## config.mk

```make
export PLATFORM = sky130hd
export DESIGN_NAME = sample_fifo_flat
export DESIGN_NICKNAME = d
export VERILOG_FILES = /design/src/rtl/la_pkg.sv /design/src/rtl/sample_fifo_if.sv /design/src/rtl/sample_fifo_mem.sv /design/src/rtl/sample_fifo.sv /design/src/flat_wrapper.sv
export SDC_FILE = /design/constraint.sdc
export NUM_CORES = 1
export LEC_CHECK = 0
export CAP_MARGIN = 20
export CORE_UTILIZATION = 52
export DETAILED_ROUTE_END_ITERATION = 12
export PLACE_DENSITY = 0.73
export RECOVER_POWER = 25
export SETUP_SLACK_MARGIN = 0.5
export SLEW_MARGIN = 20
export SYNTH_ARGS = -nofsm -noshare
export SYNTH_HDL_FRONTEND = slang
export SYNTH_SLANG_ARGS = --single-unit
```

## constraint.sdc

```tcl
create_clock -name i_clk -period 2.7 [get_ports i_clk]
set_input_delay 0.54 -clock i_clk [delete_from_list [all_inputs] [get_ports i_clk]]
set_output_delay 0.54 -clock i_clk [all_outputs]
set_load 0.1 [all_outputs]
```

## src/rtl/la_pkg.sv

```systemverilog
// Constants shared by the logic-analyser capture path (channel_input, sample_fifo, readout).
package la_pkg;

    localparam int LA_SAMPLE_W = 32;
    localparam int LA_DROP_W   = 16;

    // Occupancy counter width: must represent 0..depth inclusive.
    function automatic int level_w(input int depth);
        return $clog2(depth) + 1;
    endfunction

endpackage

```

## src/rtl/sample_fifo_if.sv

```systemverilog
// Write strobe, show-ahead drain and status bundle between the sample buffer and its neighbours.
interface sample_fifo_if
    import la_pkg::*;
#(
    parameter int DATA_W = LA_SAMPLE_W,
    parameter int DEPTH  = 16,
    parameter int DROP_W = LA_DROP_W
);
    localparam int LVL_W = level_w(DEPTH);

    logic              i_save;
    logic [DATA_W-1:0] i_data;
    logic              i_read;
    logic              o_available;
    logic [DATA_W-1:0] o_data;
    logic              o_full;
    logic [LVL_W-1:0]  o_level;
    logic              o_overflow;
    logic [DROP_W-1:0] o_dropped;

    modport master (
        output i_save, i_data, i_read,
        input  o_available, o_data, o_full, o_level, o_overflow, o_dropped
    );

    modport slave (
        input  i_save, i_data, i_read,
        output o_available, o_data, o_full, o_level, o_overflow, o_dropped
    );

endinterface

```

## src/rtl/sample_fifo_mem.sv

```systemverilog
// Simple dual-port storage: synchronous write, registered read address, one-cycle read latency.
// No backpressure; the owner guarantees the write address never aliases a live read it depends on.
module sample_fifo_mem #(
    parameter int DATA_W = 32,
    parameter int DEPTH  = 16,
    parameter int AW     = $clog2(DEPTH)
) (
    input  logic              i_clk,
    input  logic              we,
    input  logic [AW-1:0]     waddr,
    input  logic [DATA_W-1:0] wdata,
    input  logic [AW-1:0]     raddr,
    output logic [DATA_W-1:0] rdata
);
    logic [DATA_W-1:0] mem [DEPTH];
    logic [AW-1:0]     raddr_q;

    always_ff @(posedge i_clk) begin
        if (we) begin
            mem[waddr] <= wdata;
        end
        raddr_q <= raddr;
    end

    assign rdata = mem[raddr_q];

endmodule

```

## src/rtl/sample_fifo.sv

```systemverilog
// Show-ahead sample capture FIFO with sticky overflow and saturating drop counter; write-to-head latency 1 cycle.
// Writes are never stalled: a word arriving while full is discarded and counted, reads only pop when a word is available.
module sample_fifo
    import la_pkg::*;
#(
    parameter int DATA_W = LA_SAMPLE_W,
    parameter int DEPTH  = 16,
    parameter int DROP_W = LA_DROP_W
) (
    input  logic         i_clk,
    input  logic         mrst,
    input  logic         i_clear,
    sample_fifo_if.slave bus
);
    localparam int               PTR_W    = $clog2(DEPTH);
    localparam int               LVL_W    = level_w(DEPTH);
    localparam logic [LVL_W-1:0] LVL_FULL = LVL_W'(DEPTH);
    localparam logic [LVL_W-1:0] LVL_ONE  = LVL_W'(1);
    localparam logic [PTR_W-1:0] PTR_ONE  = PTR_W'(1);

    logic [PTR_W-1:0]  wr_ptr;
    logic [PTR_W-1:0]  rd_ptr;
    logic [PTR_W-1:0]  rd_ptr_nxt;
    logic [PTR_W-1:0]  ram_raddr;
    logic [LVL_W-1:0]  level_q;
    logic [LVL_W-1:0]  level_nxt;
    logic [DATA_W-1:0] head_q;
    logic [DATA_W-1:0] ram_rdata;
    logic              full_q;
    logic              overflow_q;
    logic [DROP_W-1:0] dropped_q;
    logic              flush;
    logic              avail;
    logic              push;
    logic              pop;
    logic              drop;
    logic              ram_we;

    always_comb begin
        flush      = mrst | i_clear;
        avail      = (level_q != '0);
        push       = bus.i_save & (level_q != LVL_FULL);
        pop        = bus.i_read & avail;
        drop       = bus.i_save & full_q;
        ram_we     = push & ~flush;

        rd_ptr_nxt = rd_ptr;
        if (flush) begin
            rd_ptr_nxt = '0;
        end else if (pop) begin
            rd_ptr_nxt = rd_ptr + PTR_ONE;
        end
        // RAM always pre-reads the word behind the head so a pop can refill head_q next edge.
        ram_raddr  = rd_ptr_nxt + PTR_ONE;

        level_nxt  = level_q;
        if (push && !pop) begin
            level_nxt = level_q + LVL_ONE;
        end else if (pop && !push) begin
            level_nxt = level_q - LVL_ONE;
        end
    end

    sample_fifo_mem #(
        .DATA_W (DATA_W),
        .DEPTH  (DEPTH)
    ) u_mem (
        .i_clk (i_clk),
        .we    (ram_we),
        .waddr (wr_ptr),
        .wdata (bus.i_data),
        .raddr (ram_raddr),
        .rdata (ram_rdata)
    );

    always_ff @(posedge i_clk) begin
        if (mrst) begin
            wr_ptr     <= '0;
            rd_ptr     <= '0;
            level_q    <= '0;
            full_q     <= 1'b0;
            overflow_q <= 1'b0;
            dropped_q  <= '0;
            head_q     <= '0;
        end else if (i_clear) begin
            wr_ptr     <= '0;
            rd_ptr     <= '0;
            level_q    <= '0;
            full_q     <= 1'b0;
            overflow_q <= 1'b0;
            dropped_q  <= '0;
        end else begin
            if (push) begin
                wr_ptr <= wr_ptr + PTR_ONE;
            end
            rd_ptr  <= rd_ptr_nxt;
            level_q <= level_nxt;
            full_q  <= (level_nxt == LVL_FULL);

            if (drop) begin
                overflow_q <= 1'b1;
                if (dropped_q != '1) begin
                    dropped_q <= dropped_q + DROP_W'(1);
                end
            end

            // Head refill: from RAM when a second word exists, else bypass the incoming word.
            if (pop) begin
                if (level_q > LVL_ONE) begin
                    head_q <= ram_rdata;
                end else if (push) begin
                    head_q <= bus.i_data;
                end
            end else if (!avail && push) begin
                head_q <= bus.i_data;
            end
        end
    end

    assign bus.o_available = avail;
    assign bus.o_data      = head_q;
    assign bus.o_full      = full_q;
    assign bus.o_level     = level_q;
    assign bus.o_overflow  = overflow_q;
    assign bus.o_dropped   = dropped_q;

endmodule

```

## src/flat_wrapper.sv

```systemverilog
// flat-port wrapper written by rule: the top's interface ports become plain ports
module sample_fifo_flat import la_pkg::*;
#(
    parameter int DATA_W = LA_SAMPLE_W,
    parameter int DEPTH  = 16,
    parameter int DROP_W = LA_DROP_W
)
  (i_clk, mrst, i_clear, bus_i_save, bus_i_data, bus_i_read, bus_o_available, bus_o_data, bus_o_full, bus_o_level, bus_o_overflow, bus_o_dropped);
  sample_fifo_if #(.DATA_W(DATA_W), .DEPTH(DEPTH), .DROP_W(DROP_W)) bus_i ();
  input  logic i_clk;
  input  logic mrst;
  input  logic i_clear;
  input wire logic [$bits(bus_i.i_save)-1:0] bus_i_save;
  input wire logic [$bits(bus_i.i_data)-1:0] bus_i_data;
  input wire logic [$bits(bus_i.i_read)-1:0] bus_i_read;
  output wire logic [$bits(bus_i.o_available)-1:0] bus_o_available;
  output wire logic [$bits(bus_i.o_data)-1:0] bus_o_data;
  output wire logic [$bits(bus_i.o_full)-1:0] bus_o_full;
  output wire logic [$bits(bus_i.o_level)-1:0] bus_o_level;
  output wire logic [$bits(bus_i.o_overflow)-1:0] bus_o_overflow;
  output wire logic [$bits(bus_i.o_dropped)-1:0] bus_o_dropped;
  assign bus_i.i_save = bus_i_save;
  assign bus_i.i_data = bus_i_data;
  assign bus_i.i_read = bus_i_read;
  assign bus_o_available = bus_i.o_available;
  assign bus_o_data = bus_i.o_data;
  assign bus_o_full = bus_i.o_full;
  assign bus_o_level = bus_i.o_level;
  assign bus_o_overflow = bus_i.o_overflow;
  assign bus_o_dropped = bus_i.o_dropped;
  sample_fifo #(.DATA_W(DATA_W), .DEPTH(DEPTH), .DROP_W(DROP_W)) u_core (.i_clk(i_clk), .mrst(mrst), .i_clear(i_clear), .bus(bus_i));
endmodule
```

After elaboration in Yosys (flattened, before gate mapping)
Memory sizes are Yosys's and may differ from the RTL's. A register that Yosys moved wholly into a read port is not among the register bits.
Cells that the tools add are included.
{"block": "word_totals", "reg_bits": 63, "latch_bits": 0, "rom_bits": 0, "ramBits": 512, "memories": 1, "wordCells": 47}
{"block": "op_classes", "shift": 0, "n_lt_le_gt_ge": 1, "n_reduce_logical": 11, "n_bitwise": 7, "muxes": 10, "multipliers": 0, "div_mod_pow": 0, "n_eq_ne": 4, "add_sub_neg": 6}
{"name": "u_core.u_mem.mem", "depth": 16, "word_bits": 32, "read_ports": 1, "rd_ports_with_merged_regs": 1, "wr": 1, "line": "sample_fifo_mem.sv:15", "rtl": "logic [DATA_W-1:0] mem [DEPTH];"}
{"cell": "$mux 32", "n": 4}
{"cell": "$add 16x1->16 const B", "n": 1}
{"cell": "$ne 16x16->1 const B", "n": 1}
{"cell": "$add 4x1->4 const B", "n": 3}
{"cell": "$mux 5", "n": 2}
{"cell": "$mux 4", "n": 2}
{"cell": "$add 5x1->5 const B", "n": 1}
{"cell": "$eq 5x5->1 const B", "n": 1}
{"cell": "$gt 5x1->1 const B", "n": 1}
{"cell": "$ne 5x5->1 const B", "n": 1}
{"cell": "$reduce_bool 5->1", "n": 1}
{"cell": "$sub 5x1->5 const B", "n": 1}
{"cell": "$and 1x1->1", "n": 4}
{"cell": "$logic_and 1x1->1", "n": 3}
{"cell": "$logic_not 1->1", "n": 3}
{"cell": "$ne 3x2->1 const B", "n": 1}
{"cell": "$reduce_and 3->1", "n": 1}
{"cell": "$mux 1", "n": 2}
{"cell": "$not 1->1", "n": 2}
{"cell": "$reduce_and 2->1", "n": 1}
{"cell": "$reduce_bool 2->1", "n": 1}
{"cell": "$reduce_or 2->1", "n": 1}
{"cell": "$or 1x1->1", "n": 1}

Longest topological paths before layout
{"block": "depth", "ltp_word": 7, "depth_mapped": 10, "mapped_depth_nobuf": 9}

Hierarchy
A second synthesis with hierarchy kept.
{"block": "unflattened", "hier_cells": 1162, "hier_area_um2": 22600.4}
{"module": "sample_fifo_mem", "area_per_inst_um2": 19274.7, "instances": 1, "seq_area_each_um2": 15454.8, "cells_each": 810}
{"module": "sample_fifo", "area_per_inst_um2": 3325.7, "instances": 1, "seq_area_each_um2": 1261.2, "cells_each": 352}

Least setup slack after synthesis
Ideal clock, no wire load.
{"block": "synth_path", "path_kind": "register to register", "startpoint": "register u_core.level_q[0] (netlist: u_core.bus.o_level[0])", "endpoint": "memory u_core.u_mem.mem[0][0], enable pin", "n_path_buf": 0, "setup_ns": 0.392, "period_less_slack_ns": 3.676, "arrival_ns": 3.284, "path_slack_ns": -0.976, "required_time_ns": 2.308, "stages_incl_launch_ff": 8, "cell_sequence": "dfxtp_1 inv_1 ha_1 nor3b_1 a21oi_1 nand2_1 nor3_1 and2_1"}
{"block": "synth_via", "elab_chain_len": 5}
{"item": "from (decl)", "line": "sample_fifo.sv:25", "rtl": "logic [LVL_W-1:0] level_q;"}
{"item": "from (signal assigned)", "line": "sample_fifo.sv:97", "rtl": "level_q <= level_nxt;"}
{"item": "$ne 5x5->1", "line": "sample_fifo.sv:42", "rtl": "push = bus.i_save & (level_q != LVL_FULL);"}
{"item": "$and 1x1->1", "line": "sample_fifo.sv:42"}
{"item": "$and 1x1->1", "line": "sample_fifo.sv:45", "rtl": "ram_we = push & ~flush;"}
{"item": "$mux 1", "line": "sample_fifo_mem.sv:19", "rtl": "if (we) begin"}
{"item": "$mux 1 (implied by the code)", "line": "sample_fifo_mem.sv:20", "rtl": "mem[waddr] <= wdata;"}
{"item": "to (decl)", "line": "sample_fifo_mem.sv:15"}
Every way passes these cells.

Worst setup path after layout
{"block": "layout_path", "startpoint": "register u_core.level_q[1] (netlist: u_core.bus.o_level[1])", "endpoint": "register u_core.head_q[26] (netlist: u_core.bus.o_data[26])"}
{"block": "layout_via", "elab_chain_len": 5, "word_cells_on_any_way": 12}
{"item": "parallel branches: the longest is 5 deep, another holds $gt 5x1->1"}
{"item": "to (signal assigned)", "line": "sample_fifo.sv:110", "rtl": "head_q <= ram_rdata;"}
{"item": "to (signal assigned)", "line": "sample_fifo.sv:112", "rtl": "head_q <= bus.i_data;"}
{"item": "to (signal assigned)", "line": "sample_fifo.sv:115", "rtl": "head_q <= bus.i_data;"}
{"item": "to (decl)", "line": "sample_fifo.sv:27", "rtl": "logic [DATA_W-1:0] head_q;"}
Several ways; the timed one is not identified.
A chain may end at the register's enable or synchronous reset.

==> impl_metrics.yaml <==
power:
  power_density_nw_per_um2: 709
  vdd.ir_drop.worst_uv: 696
  leakagePower_nw: 9.14
global_route:
  grt_pass1_vias: 12640
  met3_use_gr: 0.0540
  antenna_found_initial: 0
  top_usage_layer: "met2"
  grt_start_max_net_pins: 51
  grt_first_pass_wirelength_mm: 80.6
  grt.total_usage: 0.252
  met2_usage: 0.422
  grt_overflow: 0
  grtUsageMet1: 0.318
hold_path:
  hold-path-endpoint: "u_core.bus.o_overflow"
  timing.hold.worst.class: "register to register"
  hold_path_startpoint: "u_core.bus.o_overflow"
  depth_of_the_worst_hold_timing_path: 1
cts:
  tritoncts_clock_tree: "done"
  insertion_delay_ns: 0.62
  cts_buffers: 56
  cts.path.max_buffers: 3
  cts_sinks: 579
  post_cts_hold_buffer_count: 0
  clock_tree.htree_level_count: 2
  root_buffer: "clkbuf_16"
  cts.reportedPaths.clkPinSlew_ns: 0.06
detailed_routing:
  vias_per_cell: 6.11
  dr_total_vias: 12268
  detailedRoute.firstIterationViolations: 1083
  routed_wl_mm: 56.7
  drcViolationCount: 0
  wl_per_cell_um: 28.2
  drt_pass1_iterations: 5
  final_antenna_violating_net_count: 0
timing:
  fin_skew_ns: 0.0131
  rsz0062_at_grt: "true"
  final-max-slew-violation-count: 0
  worst_hold_slack_ns: 0.477
  setup_tns_ns: 0
  setup_viol_count_final: 0
  finalWorstPathRequiredPeriod_ns: 2.36
  finalHoldViolations: 0
  period_share: 0.874
  slew_headroom: 0.495
  fmax_ghz: 0.424
  measured_slew_at_the_worst_slew_check_pin_ns: 0.757
setup_path:
  regToRegStartpoint: "u_core.bus.o_level[1]"
  critical_path.reg2reg.endpoint: "u_core.bus.o_data[26]"
  cp.arrival_ns: 2.83
  crit_fanout: 8
  r2r_slack_ns: 0.34
  critical_path_required_ns: 3.17
  reg2regPathDepth: 11
  worstSetupPathType: "register to register"
  worst_setup_start_kind: "register"
  critPathCaptureType: "register"
die:
  num_io_pins: 93
  coreArea_um2: 43100
  die_x_um: 211
  placementRows: 76
  die_y_um: 211
  initial_utilization: 0.527
  die_area_um2: 44500
logic_synthesis:
  yosysSeqAreaShare: 0.736
  postSynthAreaPerCell_um2: 19.7
  number_of_synthesized_flops_with_an_enable_pin: 512
  syn-instance-count: 1153
  number_of_warnings_reported_in_the_yosys_synthesis_log: 0
  ys_flop_type: "edfxtp_1"
  ys_seq_elements: 579
  synth.cell_area_um2: 22700
  synthArstFlopShare: 0
  synth.distinct_cells: 59
  synth_nets: 1201
outcome:
  result_of_the_run: "complete, no violations"
placed_design:
  portBuffers: 92
  post-dp-hpwl_mm: 28.6
  globalplace.congestion: 0.759
job:
  max_cap_viol_count: 0
cells_and_area:
  layout_commonest_cell: "edfxtp_1"
  antenna_cells: 0
  drive_above_1_share: 0.395
  most-common-layout-cells: "edfxtp_1, mux4_2, buf_4"
  area.growth.synth_to_final_pct: 24.6
  num-nets-final: 1425
[how the worst max path moves through the flow]
stage	startpoint	slack (ns)	end	depth (start not counted)
5_1_grt	u_core.bus.o_level[1]	0.28	u_core.bus.o_data[5]	11
6_report	u_core.bus.o_level[1]	0.34	u_core.bus.o_data[26]	11
2_1_floorplan	u_core.bus.o_level[0]	0.38	u_core.bus.o_data[0]	9
3_3_place_gp	bus_i_save	0.12	u_core.u_mem.mem[7][19]	7
4_1_cts	u_core.bus.o_level[1]	0.33	bus_o_available	5
3_5_place_dp	bus_i_save	0.12	u_core.u_mem.mem[7][20]	7
[logic make-up (layout without fill, tap and decap cells)]
family | Yosys count | count (layout) | share of synthesized area
and+or+nand+nor | 206 | 206 | 0.0577
buffers and inverters | 74 | 345 | 0.0166
xor gates and xnor gates | 22 | 22 | 0.00849
adders and majority gates | 11 | 11 | 0.00606
muxes | 162 | 162 | 0.144
AOI/OAI and AO/OA | 99 | 99 | 0.0309
DFF | 579 | 579 | 0.736
[routing by layer]
| layer | share of wire | wire, um | vias to the layer above |
|---|---|---|---|
| met5 | 0 | 0 | - |
| met4 | 0.045 | 2570 | 0 |
| met3 | 0.072 | 4060 | 128 |
| met2 | 0.51 | 28900 | 498 |
| met1 | 0.37 | 21100 | 6475 |
| li1 | - | - | 5167 |
[sequential cells by signal, summed over array words and instances, names as in the netlist, named ones only]
name	cells
u_core.u_mem.mem	512
u_core.bus.o_overflow	1
u_core.bus.o_data	32
u_core.rd_ptr	4
u_core.bus.o_level	5
u_core.bus.o_full	1
u_core.bus.o_dropped	16
u_core.wr_ptr	4
[timing repair]
item,4_1_cts,5_1_grt
cloned,14,8
setup buffers,37,6
pin swaps,7,5
hold endpoints to repair,0,0
resized for setup,60,30
endpoints found under the setup margin,182,456
[per-stage QoR]
stage / util / instance area (um2) / setup slack [ns] / total power, mW / instances
6_report: 0.657 / 28300 / 0.339 / 20.0 / 2009
5_1_grt: 0.657 / 28300 / 0.276 / 20.6 / 2009
4_1_cts: 0.648 / 27900 / 0.326 / 20.1 / 1995
3_5_place_dp: 0.582 / 25100 / 0.117 / 12.2 / 1839
3_3_place_gp: 0.582 / 25100 / 0.118 / 12.1 / 1839
2_1_floorplan: - / 22900 / 0.382 / 11.6 / 1153
[critical path, stage by stage, from the launching register on]
cell	delay [ns]
dfxtp_4	0.35
inv_4	0.06
ha_4	0.14
nor4b_4	0.24
bufinv_8	0.24
buf_6	0.11
o32ai_4	0.21
or2b_4	0.37
buf_12	0.15
buf_16	0.16
nor2_4	0.10
nor4_2	0.06
[synth_stat cells, types with 7 or more instances]
library cell  number  share of area
edfxtp_1         512           0.68
mux4_2           128           0.13
dfxtp_1           67          0.059
nor2_1            62          0.010
a211oi_1          37          0.012
clkbuf_1          32         0.0053
mux2_2            32          0.016
nor2b_1           32         0.0088
o22ai_1           31         0.0085
nor4_2            30          0.017
and2_1            20         0.0055
buf_2             19         0.0042
xnor2_1           19         0.0073
nand2_1           14         0.0023
a21oi_1           12         0.0026
ha_1              11         0.0061
inv_1             11         0.0018
nand3_1            8         0.0018
nor3_1             7         0.0015
[layout make-up]
cell class / count / area, um2
fill: 2809 / 14800
multi-input combinational: 500 / 6000
tap: 585 / 732
timing repair buffer: 228 / 2920
clock inverter: 29 / 277
clock buffer: 76 / 1550
inverter: 12 / 63.8
sequential: 579 / 16700
[power by group]
part | switching (mW) | leakage, nW | internal (mW)
combinational | 1.48 | 3.09 | 0.836
sequential | 0.109 | 5.16 | 9.85
clock | 3.35 | 0.892 | 4.41
Note: power is estimated with default switching activity, not from simulation.
